==> config.mk <==
export PLATFORM = sky130hd
export DESIGN_NAME = core_mem_arbiter_flat
export DESIGN_NICKNAME = d
export VERILOG_FILES = /design/src/rtl/core_mem_arb_pkg.sv /design/src/rtl/core_mem_arb_if.sv /design/src/rtl/core_mem_arb_req_latch.sv /design/src/rtl/core_mem_arbiter.sv /design/src/flat_wrapper.sv
export SDC_FILE = /design/constraint.sdc
export NUM_CORES = 1
export LEC_CHECK = 0
export ABC_AREA = 1
export CAP_MARGIN = 15
export CORE_MARGIN = 4
export CORE_UTILIZATION = 25
export DETAILED_ROUTE_END_ITERATION = 10
export PLACE_DENSITY = 0.5
export SLEW_MARGIN = 10
export SYNTH_ARGS = -nofsm -noshare
export SYNTH_HDL_FRONTEND = slang
export SYNTH_SLANG_ARGS = --single-unit
==> constraint.sdc <==
create_clock -name CLK -period 3.1 [get_ports CLK]
set_input_delay 0.465 -clock CLK [delete_from_list [all_inputs] [get_ports CLK]]
set_output_delay 0.465 -clock CLK [all_outputs]
set_load 0.01 [all_outputs]
==> src/rtl/core_mem_arb_pkg.sv <==
// Shared constants and types for the core memory arbiter: FSM encodings,
// port indices, the latched request record and the fixed read-data values.
package core_mem_arb_pkg;

  // FSM encodings (kept as plain constants for compatibility with older tools)
  localparam logic [1:0] ST_IDLE  = 2'd0;
  localparam logic [1:0] ST_GNT_I = 2'd1;
  localparam logic [1:0] ST_GNT_D = 2'd2;

  // Port indices into the per-port request latch array
  localparam int PORT_I = 0;
  localparam int PORT_D = 1;

  // Read data returned on an aborted access, and the fetch data after reset (NOP)
  localparam logic [31:0] TIMEOUT_RDATA    = 32'hDEADBEEF;
  localparam logic [31:0] IMEM_RESET_RDATA = 32'h0000_0013;

  // Everything needed to replay a request on the shared bus
  typedef struct packed {
    logic        write;
    logic [31:0] addr;
    logic [31:0] wdata;
    logic [3:0]  strb;
  } mem_req_t;

  // 3-bit saturating increment for the data-streak counter
  function automatic logic [2:0] sat_inc3(input logic [2:0] v);
    return (v == 3'b111) ? v : v + 3'd1;
  endfunction

endpackage

==> src/rtl/core_mem_arb_if.sv <==
// External memory bus: a valid/ready handshake with address, write data and
// byte strobes towards the slave, read data back alongside READY.
interface core_mem_arb_if;
  logic        BUS_VALID;
  logic        BUS_WRITE;
  logic [31:0] BUS_ADDR;
  logic [31:0] BUS_WDATA;
  logic [3:0]  BUS_STRB;
  logic        BUS_READY;
  logic [31:0] BUS_RDATA;

  modport master (
    output BUS_VALID, BUS_WRITE, BUS_ADDR, BUS_WDATA, BUS_STRB,
    input  BUS_READY, BUS_RDATA
  );

  modport slave (
    input  BUS_VALID, BUS_WRITE, BUS_ADDR, BUS_WDATA, BUS_STRB,
    output BUS_READY, BUS_RDATA
  );
endinterface

==> src/rtl/core_mem_arb_req_latch.sv <==
// Per-port request latch: turns a one-cycle request pulse into a pending flag
// and holds the request fields until the arbiter completes the access.
module core_mem_arb_req_latch
  import core_mem_arb_pkg::*;
(
  input  logic     CLK,
  input  logic     NRST,
  input  logic     req,
  input  mem_req_t req_info,
  input  logic     clr,
  output logic     pending,
  output logic     pending_next,
  output mem_req_t info
);

  logic     pending_reg;
  mem_req_t info_reg;
  logic     accept;

  // A pulse is taken when the port is idle, or in the very cycle its current
  // access completes, so a port can stream requests without a bus bubble.
  // Any other pulse while pending is dropped.
  assign accept       = req & (~pending_reg | clr);
  assign pending_next = accept | (pending_reg & ~clr);

  // Pending flag and captured request fields
  always_ff @(posedge CLK or negedge NRST) begin
    if (!NRST) begin
      pending_reg <= 1'b0;
      info_reg    <= '0;
    end else begin
      pending_reg <= pending_next;
      if (accept) begin
        info_reg <= req_info;
      end
    end
  end

  assign pending = pending_reg;
  assign info    = info_reg;

endmodule

==> src/rtl/core_mem_arbiter.sv <==
// Shares one external memory bus between instruction fetch and data
// load/store. Data has priority, but a pending fetch is forced through after
// MAX_DSTREAK back-to-back data grants. Accesses stalled for TIMEOUT cycles
// are aborted with a poison read value and a sticky timeout flag.
module core_mem_arbiter
  import core_mem_arb_pkg::*;
#(
  parameter int MAX_DSTREAK = 4,
  parameter int TIMEOUT     = 255
) (
  input  logic        CLK,
  input  logic        NRST,
  // instruction fetch port
  input  logic        IMEM_REQ,
  input  logic [31:0] IMEM_ADDR,
  output logic [31:0] IMEM_RDATA,
  output logic        HCU_IMEM_BUSY,
  output logic        HCU_IMEM_DONE,
  // data load/store port
  input  logic        DMEM_REQ_LOAD,
  input  logic        DMEM_REQ_STORE,
  input  logic [31:0] DMEM_ADDR,
  input  logic [31:0] DMEM_WDATA,
  input  logic [3:0]  DMEM_STRB,
  output logic [31:0] DMEM_RDATA,
  output logic        HCU_DMEM_BUSY,
  output logic        HCU_DMEM_DONE,
  // shared bus
  core_mem_arb_if.master bus,
  output logic        BUS_TIMEOUT
);

  localparam logic [7:0] WAIT_LAST   = 8'(TIMEOUT - 1);
  localparam logic [2:0] DSTREAK_MAX = 3'(MAX_DSTREAK);

  logic [1:0] state_reg, state_next;
  logic [2:0] dstreak_reg, dstreak_next;
  logic [7:0] wait_reg, wait_next;
  logic       done_i_reg, done_d_reg;
  logic       timeout_reg;
  logic [31:0] imem_rdata_reg, dmem_rdata_reg;

  logic [1:0] pulse, clr, pend, pend_next;
  mem_req_t   req_info [2];
  mem_req_t   info     [2];
  mem_req_t   sel;

  logic granted, gnt_i, gnt_d;
  logic handshake, abort, finish, decide;
  logic req_i, req_d;

  // Request records as seen by each latch; a store beats a simultaneous load
  assign pulse[PORT_I]    = IMEM_REQ;
  assign pulse[PORT_D]    = DMEM_REQ_LOAD | DMEM_REQ_STORE;
  assign req_info[PORT_I] = '{write: 1'b0, addr: IMEM_ADDR, wdata: 32'd0, strb: 4'd0};
  assign req_info[PORT_D] = '{write: DMEM_REQ_STORE, addr: DMEM_ADDR, wdata: DMEM_WDATA,
                              strb: DMEM_REQ_STORE ? DMEM_STRB : 4'd0};

  assign gnt_i   = (state_reg == ST_GNT_I);
  assign gnt_d   = (state_reg == ST_GNT_D);
  assign granted = gnt_i | gnt_d;

  // An access ends either by handshake or by running out of wait cycles
  assign handshake = granted & bus.BUS_READY;
  assign abort     = granted & ~bus.BUS_READY & (wait_reg == WAIT_LAST);
  assign finish    = handshake | abort;
  assign clr[PORT_I] = gnt_i & finish;
  assign clr[PORT_D] = gnt_d & finish;

  genvar gi;
  generate
    for (gi = 0; gi < 2; gi++) begin : g_port
      core_mem_arb_req_latch u_latch (
        .CLK          (CLK),
        .NRST         (NRST),
        .req          (pulse[gi]),
        .req_info     (req_info[gi]),
        .clr          (clr[gi]),
        .pending      (pend[gi]),
        .pending_next (pend_next[gi]),
        .info         (info[gi])
      );
    end
  endgenerate

  // Arbitration looks at what will be pending after this edge, which folds in
  // this cycle's pulses and drops the access that is just completing.
  assign req_i  = pend_next[PORT_I];
  assign req_d  = pend_next[PORT_D];
  assign decide = (state_reg == ST_IDLE) | finish;

  // Next grant and data-streak bookkeeping
  always_comb begin
    state_next   = state_reg;
    dstreak_next = dstreak_reg;
    if (decide) begin
      if (req_d && !(req_i && (dstreak_reg >= DSTREAK_MAX))) begin
        state_next   = ST_GNT_D;
        dstreak_next = sat_inc3(dstreak_reg);
      end else if (req_i) begin
        state_next   = ST_GNT_I;
        dstreak_next = 3'd0;
      end else begin
        state_next   = ST_IDLE;
      end
    end
    if (!req_i) begin
      dstreak_next = 3'd0;
    end
  end

  // Wait counter restarts with every grant and counts stalled bus cycles
  always_comb begin
    wait_next = wait_reg;
    if (decide) begin
      wait_next = 8'd0;
    end else if (granted && !bus.BUS_READY) begin
      wait_next = wait_reg + 8'd1;
    end
  end

  // FSM, streak and wait counter registers
  always_ff @(posedge CLK or negedge NRST) begin
    if (!NRST) begin
      state_reg   <= ST_IDLE;
      dstreak_reg <= 3'd0;
      wait_reg    <= 8'd0;
    end else begin
      state_reg   <= state_next;
      dstreak_reg <= dstreak_next;
      wait_reg    <= wait_next;
    end
  end

  // Completion pulses, returned read data and the sticky timeout flag
  always_ff @(posedge CLK or negedge NRST) begin
    if (!NRST) begin
      done_i_reg     <= 1'b0;
      done_d_reg     <= 1'b0;
      timeout_reg    <= 1'b0;
      imem_rdata_reg <= IMEM_RESET_RDATA;
      dmem_rdata_reg <= 32'd0;
    end else begin
      done_i_reg  <= clr[PORT_I];
      done_d_reg  <= clr[PORT_D];
      timeout_reg <= timeout_reg | abort;
      if (clr[PORT_I]) begin
        imem_rdata_reg <= abort ? TIMEOUT_RDATA : bus.BUS_RDATA;
      end
      if (clr[PORT_D]) begin
        if (abort) begin
          dmem_rdata_reg <= TIMEOUT_RDATA;
        end else if (!info[PORT_D].write) begin
          dmem_rdata_reg <= bus.BUS_RDATA;
        end
      end
    end
  end

  // Bus fields come straight from the granted latch; decoding them from the
  // state register lets reset drop BUS_VALID without waiting for a clock.
  assign sel           = gnt_d ? info[PORT_D] : info[PORT_I];
  assign bus.BUS_VALID = granted;
  assign bus.BUS_WRITE = granted & sel.write;
  assign bus.BUS_ADDR  = granted ? sel.addr  : 32'd0;
  assign bus.BUS_WDATA = granted ? sel.wdata : 32'd0;
  assign bus.BUS_STRB  = granted ? sel.strb  : 4'd0;

  assign HCU_IMEM_BUSY = pend[PORT_I] | pulse[PORT_I];
  assign HCU_DMEM_BUSY = pend[PORT_D] | pulse[PORT_D];
  assign HCU_IMEM_DONE = done_i_reg;
  assign HCU_DMEM_DONE = done_d_reg;
  assign IMEM_RDATA    = imem_rdata_reg;
  assign DMEM_RDATA    = dmem_rdata_reg;
  assign BUS_TIMEOUT   = timeout_reg;

endmodule

==> src/flat_wrapper.sv <==
// flat-port wrapper written by rule: the top's interface ports become plain ports
module core_mem_arbiter_flat import core_mem_arb_pkg::*;
#(
  parameter int MAX_DSTREAK = 4,
  parameter int TIMEOUT     = 255
)
  (CLK, NRST, IMEM_REQ, IMEM_ADDR, IMEM_RDATA, HCU_IMEM_BUSY, HCU_IMEM_DONE, DMEM_REQ_LOAD, DMEM_REQ_STORE, DMEM_ADDR, DMEM_WDATA, DMEM_STRB, DMEM_RDATA, HCU_DMEM_BUSY, HCU_DMEM_DONE, BUS_TIMEOUT, bus_BUS_VALID, bus_BUS_WRITE, bus_BUS_ADDR, bus_BUS_WDATA, bus_BUS_STRB, bus_BUS_READY, bus_BUS_RDATA);
  core_mem_arb_if bus_i ();
  input  logic CLK;
  input  logic NRST;
  input  logic IMEM_REQ;
  input  logic [31:0] IMEM_ADDR;
  output logic [31:0] IMEM_RDATA;
  output logic HCU_IMEM_BUSY;
  output logic HCU_IMEM_DONE;
  input  logic DMEM_REQ_LOAD;
  input  logic DMEM_REQ_STORE;
  input  logic [31:0] DMEM_ADDR;
  input  logic [31:0] DMEM_WDATA;
  input  logic [3:0] DMEM_STRB;
  output logic [31:0] DMEM_RDATA;
  output logic HCU_DMEM_BUSY;
  output logic HCU_DMEM_DONE;
  output logic BUS_TIMEOUT;
  output wire logic [$bits(bus_i.BUS_VALID)-1:0] bus_BUS_VALID;
  output wire logic [$bits(bus_i.BUS_WRITE)-1:0] bus_BUS_WRITE;
  output wire logic [$bits(bus_i.BUS_ADDR)-1:0] bus_BUS_ADDR;
  output wire logic [$bits(bus_i.BUS_WDATA)-1:0] bus_BUS_WDATA;
  output wire logic [$bits(bus_i.BUS_STRB)-1:0] bus_BUS_STRB;
  input wire logic [$bits(bus_i.BUS_READY)-1:0] bus_BUS_READY;
  input wire logic [$bits(bus_i.BUS_RDATA)-1:0] bus_BUS_RDATA;
  assign bus_BUS_VALID = bus_i.BUS_VALID;
  assign bus_BUS_WRITE = bus_i.BUS_WRITE;
  assign bus_BUS_ADDR = bus_i.BUS_ADDR;
  assign bus_BUS_WDATA = bus_i.BUS_WDATA;
  assign bus_BUS_STRB = bus_i.BUS_STRB;
  assign bus_i.BUS_READY = bus_BUS_READY;
  assign bus_i.BUS_RDATA = bus_BUS_RDATA;
  core_mem_arbiter #(.MAX_DSTREAK(MAX_DSTREAK), .TIMEOUT(TIMEOUT)) u_core (.CLK(CLK), .NRST(NRST), .IMEM_REQ(IMEM_REQ), .IMEM_ADDR(IMEM_ADDR), .IMEM_RDATA(IMEM_RDATA), .HCU_IMEM_BUSY(HCU_IMEM_BUSY), .HCU_IMEM_DONE(HCU_IMEM_DONE), .DMEM_REQ_LOAD(DMEM_REQ_LOAD), .DMEM_REQ_STORE(DMEM_REQ_STORE), .DMEM_ADDR(DMEM_ADDR), .DMEM_WDATA(DMEM_WDATA), .DMEM_STRB(DMEM_STRB), .DMEM_RDATA(DMEM_RDATA), .HCU_DMEM_BUSY(HCU_DMEM_BUSY), .HCU_DMEM_DONE(HCU_DMEM_DONE), .bus(bus_i), .BUS_TIMEOUT(BUS_TIMEOUT));
endmodule
Yosys cells after proc, flatten, opt, wreduce, memory -nomap -nowiden --
Cells that the tools add are included.
Word-level totals: bits in registers 183, word-level logic and storage cells 76, input port bits 138, output and inout bits 139
Operators by class: magnitude comparators 1, multiplexer cells 16, bitwise logic cells 26, add/sub/neg operators 2, equal/unequal tests 7, reduce and logical (&&, ||, !) cells 9
Operators with widths (number):
- $mux W32 | 5
- $mux W69 | 1
- $mux W8 | 2
- $mux W3 | 4
- $or A1 B1 Y1 | 11
- $and A1 B1 Y1 | 10
- $add A8 B1 Y8 const B | 1
- $eq A8 B8 Y1 const B | 1
- $mux W4 | 2
- $not A1 Y1 | 5
- $ne A2 B1 Y1 const B | 2
- $reduce_and A2 Y1 | 2
- $add A3 B1 Y3 const B | 1
- $eq A3 B3 Y1 const B | 1
- $ge A3 B3 Y1 const B | 1
- $logic_and A1 B1 Y1 | 3
- $ne A3 B3 Y1 const B | 1
- $eq A2 B1 Y1 const B | 1
- $eq A2 B2 Y1 const B | 1
- $logic_not A1 Y1 | 2
- $logic_not A2 Y1 | 1
- $mux W2 | 1
- $reduce_bool A2 Y1 | 1
- $mux W1 | 1

Depth between registers and ports, before layout --
Gate-level depths: netlist of run 1.
depth after elaboration 15, mapped depth 14, depth with buffers taken out 13

Modules after synthesis --
A second synthesis of run 1 with hierarchy kept.
Second synthesis, totals: cells, all modules 1283, area total of the unflattened synthesis 10154.7 sq um
Modules (own cells, without submodules):
- core_mem_arb_req_latch | cells an instance 304, times used 2, sequential area each 1751.7 sq um, area an instance 2760.1 sq um
- core_mem_arbiter | cells an instance 675, times used 1, sequential area each 2005.7 sq um, area an instance 4634.4 sq um

Worst setup path after synthesis of run 1 --
Ideal clock, no wire load.
path type register to register, start register u_core.state_reg[1], end register u_core.g_port[0].u_latch.info_reg, in the netlist u_core.g_port[0].u_latch.info[36], clock period less this slack 2.060 ns, arrival time 1.935 ns, required time 2.975 ns, buffers on the path 2, setup slack 1.040 ns, cell stages (with the launch flop) 13, library setup time 0.125 ns, path through dfrtp_1 inv_1 ha_1 buf_4 inv_2 nor2_2 nand3_4 nand2_4 nand2_2 nand2_1 nand2_2 buf_6 mux2_4
On the way: cells in the longest elaborated chain, start to end 8, elaborated cells on any way between the ends 10, those cells by class 2 x eq/ne; 8 x bitwise
Ends and longest elaborated chain:
- start, declared | line core_mem_arbiter.sv:36 | logic [1:0] state_reg, state_next;
- start signal, assigned | line core_mem_arbiter.sv:129 | state_reg <= state_next;
- $eq A2 B1 Y1 or $eq A2 B2 Y1 (tied branches) | line core_mem_arbiter.sv:59, core_mem_arbiter.sv:60
- $or A1 B1 Y1 * | line core_mem_arbiter.sv:61 | assign granted = gnt_i | gnt_d;
- net bus_BUS_VALID | line flat_wrapper.sv:25 | output wire logic [$bits(bus_i.BUS_VALID)-1:0] bus_BUS_VALID;
- $and A1 B1 Y1 (2 in a row) | line core_mem_arbiter.sv:65 | assign abort = granted & ~bus.BUS_READY & (wait_reg == WAIT_LAST);
- $or A1 B1 Y1 * | line core_mem_arbiter.sv:66 | assign finish = handshake | abort;
- $and A1 B1 Y1 * | line core_mem_arbiter.sv:67 | assign clr[PORT_I] = gnt_i & finish;
- $or A1 B1 Y1 * | line core_mem_arb_req_latch.sv:23 | assign accept = req & (~pending_reg | clr);
- $and A1 B1 Y1 * | line core_mem_arb_req_latch.sv:23
- end signal, assigned | line core_mem_arb_req_latch.sv:34 | info_reg <= req_info;
- end, declared | line core_mem_arb_req_latch.sv:17 | mem_req_t info_reg;
The timed path passes the listed nets; every way through them passes the cells marked *. A chain may end at the register's enable or synchronous reset.

Worst setup path in the final report of run 1 --
start register u_core.state_reg[0], end output bus_BUS_ADDR[1]
On the way: cells in the longest elaborated chain, start to end 3, elaborated cells on any way between the ends 5, those cells by class 2 x eq/ne; 2 x mux; 1 x bitwise
Ends and longest elaborated chain:
- $eq A2 B2 Y1 or $eq A2 B1 Y1 (tied branches) | line core_mem_arbiter.sv:60, core_mem_arbiter.sv:59
- $mux W69 or $or A1 B1 Y1 (tied branches) | line core_mem_arbiter.sv:162, core_mem_arbiter.sv:61
- $mux W32 * | line core_mem_arbiter.sv:165 | assign bus.BUS_ADDR = granted ? sel.addr : 32'd0;
- end, declared | line flat_wrapper.sv:27 | output wire logic [$bits(bus_i.BUS_ADDR)-1:0] bus_BUS_ADDR;
Every way passes the cells marked *; elsewhere a longest branch is shown, timed or not.

==> summary.md, run 1 <==
| Metric | Value |
|---|---|
| Outcome | `finished, final reports clean` |
| Via count | `6616` |
| P&R area growth vs syn | `47.1%` |
| Cells after synthesis | `911` |
| Tcrit/Tclk final | `0.924` |
| Worst EP required | `2.63 ns` |
| Final Hold Violating Endpoints | `0` |
| Critical-path cell list | `inv_1, ha_1, inv_1, buf_12, nor2_1, nor2_1, clkdlybuf4s50_1` |
| Synth Area per Inst | `8.86 um^2` |
| Critical path class | `reg -> out` |
| Hold bufs inserted after CTS | `0` |
| Critical Path Sink Type | `primary output` |
| Total CTS buffers | `17` |
| MaxCap Viol Count | `0` |
| Max Slew Vio Count | `0` |
| Clk buf depth | `2` |
| Post-Syn Area | `8070 um^2` |
| Post-Layout Cell Count | `1590` |
| Compound-cell area share of the yosys netlist | `0.0926` |
| PwrDens | `996 nW/um^2` |
| Synthesized net count | `1056` |
| Startpoint type of the worst setup path | `register` |
| Seq pwr share | `0.337` |
| Vias in the first global route | `6755` |
| Nets | `1320` |
| Largest family of logic cells by synthesized area | `simple AND/OR/NAND/NOR gates` |
| Worst path top cell family by delay | `buffers and inverters` |
| Hold Crit Class | `in -> async` |
| GR Overflow Total | `0` |
| Largest net degree at the start of global routing | `77` |
| R2r endpoint | `u_core.g_port[1].u_latch.info[2]` |
| DR pass1 iterations | `4` |
| # port buffers | `276` |
| Relative slew slack | `0.528` |
| TritonCTS clock tree | `done` |
| Core Box Area | `31700 um^2` |
| Synth Area in XOR/XNOR | `0` |
| # DRC | `0` |
| Initial antenna violation count | `3` |
| Clk_skew | `0.0161 ns` |
| Die area | `35200 um^2` |
| Clk pwr share | `0.190` |
| Data arrival time of the critical path | `2.40 ns` |
| IO Pins | `277` |
| Final setup TNS | `0 ns` |
| Final GP Congestion | `0.763` |
| Initial Util | `0.254` |
| Final Setup Violations | `0` |
| Lkg Pwr | `5.68 nW` |
| CP max stage delay | `0.58 ns` |
| Gate power share | `0.473` |
| Row count | `65` |
| # resized after CTS | `0` |
| Psw | `4.37 mW` |
| Max reg flops | `101` |
| Synth area leaders | `dfrtp_1 (56%), nand2_1 (12%), o21ai_0 (8.4%)` |
| Synth top area share | `0.558` |
| Clock tree sinks | `183` |
| Critical path buffers and inverters | `4` |
| Slew @ Worst Pin | `0.706 ns` |
| Internal power | `7.46 mW` |
| Die H | `188 um` |
| Post-synthesis mux area share | `0.0586` |
| Layout cells sized above 1 | `0.0842` |
| Achievable Freq | `349 MHz` |
| Synth area leader | `dfrtp_1` |
| Synth Register Bits | `183` |
| Adder-Cell Fraction of Synth Area | `0.0109` |
| Drt via density | `4.16` |
| Reg2reg start | `u_core.state_reg[1]` |
| Total Wirelength | `23900 um` |
| Reg2reg path depth | `11` |
| Iter 0 DRT Violations | `410` |
| First-pass GRT wire length | `37900 um` |
| Max IR drop VDD | `0.000617 V` |
| Post-CTS setup buffers | `0` |
| Fill cells | `3268` |
| Die X-Extent | `188 um` |
| R2R Setup Slk | `0.72 ns` |
| Most common cell after layout, fill and taps aside | `clkdlybuf4s50_1` |
| Root buffer cell | `clkbuf_16` |
| Most frequent cells in the layout | `clkdlybuf4s50_1 (275), nand2_1 (252), dfrtp_1 (180)` |
| Antenna viol nets, final | `0` |
| Post-synth cell types | `27` |
| Avg WL per Cell | `15.1 um` |
| Post-synthesis simple-gate area fraction | `0.190` |
| Worst-Skew Late Latency | `0.43 ns` |
| Register area share after synthesis | `0.568` |
| Sw frac | `0.369` |
| H-tree levels | `4` |
| Yosys synthesis warning count | `0` |
| DP Wirelength | `17400 um` |
| Dpl cells | `1558` |
| RSZ-0062 raised after global routing | `false` |
| Crit-path max FO | `25` |
| Final Critical Period | `2.86 ns` |
| Slowest CP cell | `clkdlybuf4s50_1` |
| Gr usage total | `0.134` |
| Ant diodes | `0` |
| Worst-path clk slew | `0.08 ns` |
-- logic make-up (layout without fill, tap and decap cells) --
| group | Yosys count | in the layout |
|---|---|---|
| flip-flops | 183 | 183 |
| adder cells (fa/ha/maj) | 7 | 7 |
| AND/OR/NAND/NOR | 390 | 390 |
| AO/OA/AOI/OAI | 148 | 148 |
| buffers and inverters | 151 | 428 |
| multiplexers | 32 | 32 |
-- cells in the mapped netlist, drive strengths merged --
cell type and number:
a21oi 7, and3 1, buf 18, clkbuf 29
dfrtp 180, dfstp 3, ha 7, inv 104
mux2 32, nand2 258, nand3 14, nand4 1
nor2 113, nor3 1, o21ai 140, o31ai 1
or2 2
-- layer usage --
layer  global-route usage  vias to the layer above  wire length (um)
li1                     -                     3350                 -
met1                0.181                     3036             11200
met2                0.211                      207             10800
met3               0.0471                       17              1670
met4               0.0251                        6               206
met5                    0                        -                29
-- stage by stage --
step	hold slack (ns)	worst slack [ns]	utilization	cell area, um^2	power [mW]
after floorplan	0.169	1.04	-	8070	6.79
after global placement	0.447	0.673	0.355	11300	9.68
after detailed placement	0.460	0.648	0.355	11300	9.72
after CTS	0.0814	0.180	0.374	11900	12.0
after global routing	0.0994	0.0180	0.374	11900	12.8
final	0.0630	0.237	0.374	11900	11.8
-- final cells by class --
type / instances / area [um^2] / area share
multi-input cells: 577 / 2850 / 0.240
clock buffers: 19 / 453 / 0.0381
repair buffers: 292 / 2950 / 0.248
well taps: 402 / 503 / 0.0424
inverters: 104 / 390 / 0.0329
flip-flops and latches: 183 / 4580 / 0.386
clock inverters: 13 / 149 / 0.0125
-- power groups by stage --
stage          Combinational [mW]  Clock (mW)  Sequential (mW)
5_1_grt                      6.19        2.44             4.12
3_5_place_dp                 5.69           0             4.03
3_3_place_gp                 5.66           0             4.01
2_1_floorplan                2.70           0             4.10
6_report                     5.60        2.24             3.99
4_1_cts                      5.71        2.34             3.99
-- worst max-delay path by stage --
stage | depth (start not counted) | startpoint | to
floorplan | 12 | u_core.state_reg[1] | u_core.g_port[0].u_latch.info[36]
global placement | 7 | u_core.state_reg[0] | bus_BUS_ADDR[24]
detailed placement | 11 | u_core.state_reg[1] | u_core.g_port[1].u_latch.info[2]
CTS | 7 | u_core.state_reg[1] | bus_BUS_WDATA[30]
global route | 7 | u_core.state_reg[1] | bus_BUS_WDATA[8]
finish | 7 | u_core.state_reg[0] | bus_BUS_ADDR[1]
No activity file was read; power rests on OpenSTA's default activity.
==> run 2, diff against run 1 <==
--- a/config.mk
+++ b/config.mk
@@ -5,12 +5,13 @@
 export SDC_FILE = /design/constraint.sdc
 export NUM_CORES = 1
 export LEC_CHECK = 0
-export ABC_AREA = 1
+export ABC_AREA = 0
 export CAP_MARGIN = 15
 export CORE_MARGIN = 4
 export CORE_UTILIZATION = 25
 export DETAILED_ROUTE_END_ITERATION = 10
-export PLACE_DENSITY = 0.5
+export MAX_ROUTING_LAYER = met4
+export PLACE_DENSITY = 0.51
 export SLEW_MARGIN = 10
 export SYNTH_ARGS = -nofsm -noshare
 export SYNTH_HDL_FRONTEND = slang
==> summary.md, run 2 <==
| Metric | Value |
|---|---|
| Most common cell after layout, fill and taps aside | `clkdlybuf4s50_1 (unchanged)` |
| TritonCTS clock tree | `done (unchanged)` |
| Vias in the first global route | `6375 (was 6755)` |
| Core Box Area | `30900 um^2 (was 31700 um^2)` |
| Row count | `64 (was 65)` |
| Slew @ Worst Pin | `0.784 ns (was 0.706 ns)` |
| Die area | `34500 um^2 (was 35200 um^2)` |
| EDFF count, synth | `0 (unchanged)` |
| Outcome | `finished, final reports clean (unchanged)` |
| Achievable Freq | `339 MHz (was 349 MHz)` |
| Post-synth cell types | `46 (was 27)` |
| Cells after synthesis | `671 (was 911)` |
| Clk_skew | `0.0149 ns (was 0.0161 ns)` |
| Reg2reg path depth | `8 (was 11)` |
| Total power | `12.1 mW (was 11.8 mW)` |
| Synth top area share | `0.570 (was 0.558)` |
| Worst-path clk slew | `0.08 ns (about the same)` |
| Synth Register Bits | `183 (unchanged)` |
| IO Pins | `277 (unchanged)` |
| PwrDens | `1010 nW/um^2 (was 996 nW/um^2)` |
| Tcrit/Tclk final | `0.952 (was 0.924)` |
| Post-Layout Cell Count | `1365 (was 1590)` |
| Hold bufs inserted after CTS | `0 (unchanged)` |
| Largest net degree at the start of global routing | `90 (was 77)` |
| DR pass1 iterations | `6 (was 4)` |
| Synth area leaders | `dfrtp_1 (57%), mux2_2 (14%), o21ai_0 (4.2%) (was dfrtp_1 (56%), nand2_1 (12%), o21ai_0 (8.4%))` |
| Iter 0 DRT Violations | `179 (was 410)` |
| Final Setup Violations | `0 (unchanged)` |
| H-tree levels | `4 (unchanged)` |
| Post-Syn Area | `7900 um^2 (was 8070 um^2)` |
| Most numerous cell in the Yosys netlist | `dfrtp_1 (was nand2_1)` |
| Yosys synthesis warning count | `0 (unchanged)` |
| Max IR drop VDD | `0.000453 V (was 0.000617 V)` |
| Post-synth top cells | `dfrtp_1 (180), mux2_2 (95), nand2_1 (83) (was nand2_1 (252), dfrtp_1 (180), o21ai_0 (136))` |
| # DRC | `0 (unchanged)` |
| Clk buf depth | `2 (unchanged)` |
| Critical Path Sink Type | `primary output (unchanged)` |
| Initial Util | `0.256 (was 0.254)` |
| Initial antenna violation count | `2 (was 3)` |
| Lkg Pwr | `5.18 nW (was 5.68 nW)` |
| Hold_ws | `0.100 ns (was 0.0630 ns)` |
| Final setup TNS | `0 ns (unchanged)` |
| Synth Area per Inst | `11.8 um^2 (was 8.86 um^2)` |
| # port buffers | `276 (unchanged)` |
| Synthesized net count | `816 (was 1056)` |
| Root buffer cell | `clkbuf_16 (unchanged)` |
| GR Overflow Total | `0 (unchanged)` |
| Total Wirelength | `24200 um (was 23900 um)` |
| Relative slew slack | `0.477 (was 0.528)` |
| Die X-Extent | `186 um (was 188 um)` |
| Die H | `186 um (was 188 um)` |
| Async SR Flop Fraction | `1.00 (unchanged)` |
| Worst-Skew Late Latency | `0.43 ns (about the same)` |
| Crit-path max FO | `64 (was 25)` |
| Layout cells sized above 1 | `0.179 (was 0.0842)` |
| First-pass GRT wire length | `36600 um (was 37900 um)` |
| MaxCap Viol Count | `0 (unchanged)` |
| Antenna viol nets, final | `0 (unchanged)` |
| Hold Crit Class | `in -> async (unchanged)` |
| Register area share after synthesis | `0.580 (was 0.568)` |
| Final Critical Period | `2.95 ns (was 2.86 ns)` |
| Critical path class | `reg -> out (unchanged)` |
| RSZ-0062 raised after global routing | `false (unchanged)` |
| Via count | `5977 (was 6616)` |
| Total CTS buffers | `17 (unchanged)` |
| Drt via density | `4.38 (was 4.16)` |
| Dpl cells | `1322 (was 1558)` |
| Post-layout util | `0.386 (was 0.374)` |
| Worst EP required | `2.63 ns (about the same)` |
| P&R area growth vs syn | `50.9% (was 47.1%)` |
| Final Hold Violating Endpoints | `0 (unchanged)` |
| Max Slew Vio Count | `0 (unchanged)` |
| Data arrival time of the critical path | `2.49 ns (was 2.40 ns)` |
| Clock tree sinks | `183 (unchanged)` |
| Gr usage total | `0.140 (was 0.134)` |
| Primary FF master, synth | `dfrtp_1 (unchanged)` |
| Startpoint type of the worst setup path | `register (unchanged)` |
| DP Wirelength | `17300 um (was 17400 um)` |
| Nets | `1099 (was 1320)` |
| Synth area leader | `dfrtp_1 (unchanged)` |
| Avg WL per Cell | `17.7 um (was 15.1 um)` |
| Most frequent cells in the layout | `clkdlybuf4s50_1 (275), dfrtp_1 (180), mux2_2 (95) (was clkdlybuf4s50_1 (275), nand2_1 (252), dfrtp_1 (180))` |
| Max reg flops | `101 (unchanged)` |
| Final GP Congestion | `0.721 (was 0.763)` |
-- run 2: changes by cell type in the layout (fill, tap and decap cells not counted), sizes merged, moves of 32 or more --
cell,delta
inv,-99
mux2i,+32
nor2,-78
o21ai,-71
and3,+37
nor2b,+33
mux2,+64
nand2,-175
-- run 2: final cells by class --
type	count	area, um^2
diodes	2	5.00
clock buffers	19	443
clock inverters	13	130
fillers	3032	19000
inverters	5	18.8
multi-input cells	440	3140
flip-flops and latches	183	4580
well taps	396	495
repair buffers	307	3100
-- run 2: final timing paths --
kind,startpoint,to,slack [ns]
max,u_core.state_reg[1],bus_BUS_ADDR[3],0.15
min,NRST,u_core.g_port[1].u_latch.info[30],0.10
max reg2reg,u_core.state_reg[1],u_core.g_port[0].u_latch.info[39],0.54
min reg2reg,u_core.BUS_TIMEOUT,u_core.BUS_TIMEOUT,0.47
max in group asynchronous,NRST,u_core.IMEM_RDATA[4],2.22
min in group CLK,u_core.BUS_TIMEOUT,u_core.BUS_TIMEOUT,0.47
-- run 2: layer usage --
metal | vias up | track usage | wire length, um
met1 | 2889 | 0.176 | 10800
met4 | 0 | 0.0300 | 219
li1 | 2869 | - | -
met5 | - | - | 0
met2 | 206 | 0.215 | 10800
met3 | 13 | 0.0586 | 2320
-- run 2: report_power, final --
group | internal, mW | switching (mW) | total (mW) | leakage [nW]
registers | 3.46 | 0.540 | 4.00 | 2.25
logic | 3.34 | 2.54 | 5.88 | 2.66
clock network | 1.10 | 1.08 | 2.17 | 0.280
-- run 2: worst max-delay path, cell delays in order, from the launching register on --
cell             delay [ns]
dfrtp_1                0.40
inv_1                  0.11
ha_4                   0.39
buf_12                 0.29
nor2b_1                0.28
clkdlybuf4s50_1        0.58
-- run 2: timing repair --
action,4_1_cts,5_1_grt
pin swaps,0,1
buffers inserted,0,9
resized for setup,2,0
setup endpoints to repair,2,6
-- run 2: logic make-up after synthesis --
logic type,share of synthesized area
fa+ha+maj,0.0111
simple gates,0.129
buf+inv,0.0279
xor+xnor,0.00554
flops,0.580
mux,0.177
compound gates,0.0687
-- run 2: through the flow --
step | cell area, um^2 | worst slack (ns)
2_1_floorplan | 7900 | 0.647
3_3_place_gp | 11300 | 0.385
3_5_place_dp | 11300 | 0.344
4_1_cts | 11800 | 0.0444
5_1_grt | 11900 | 0.00949
6_report | 11900 | 0.147
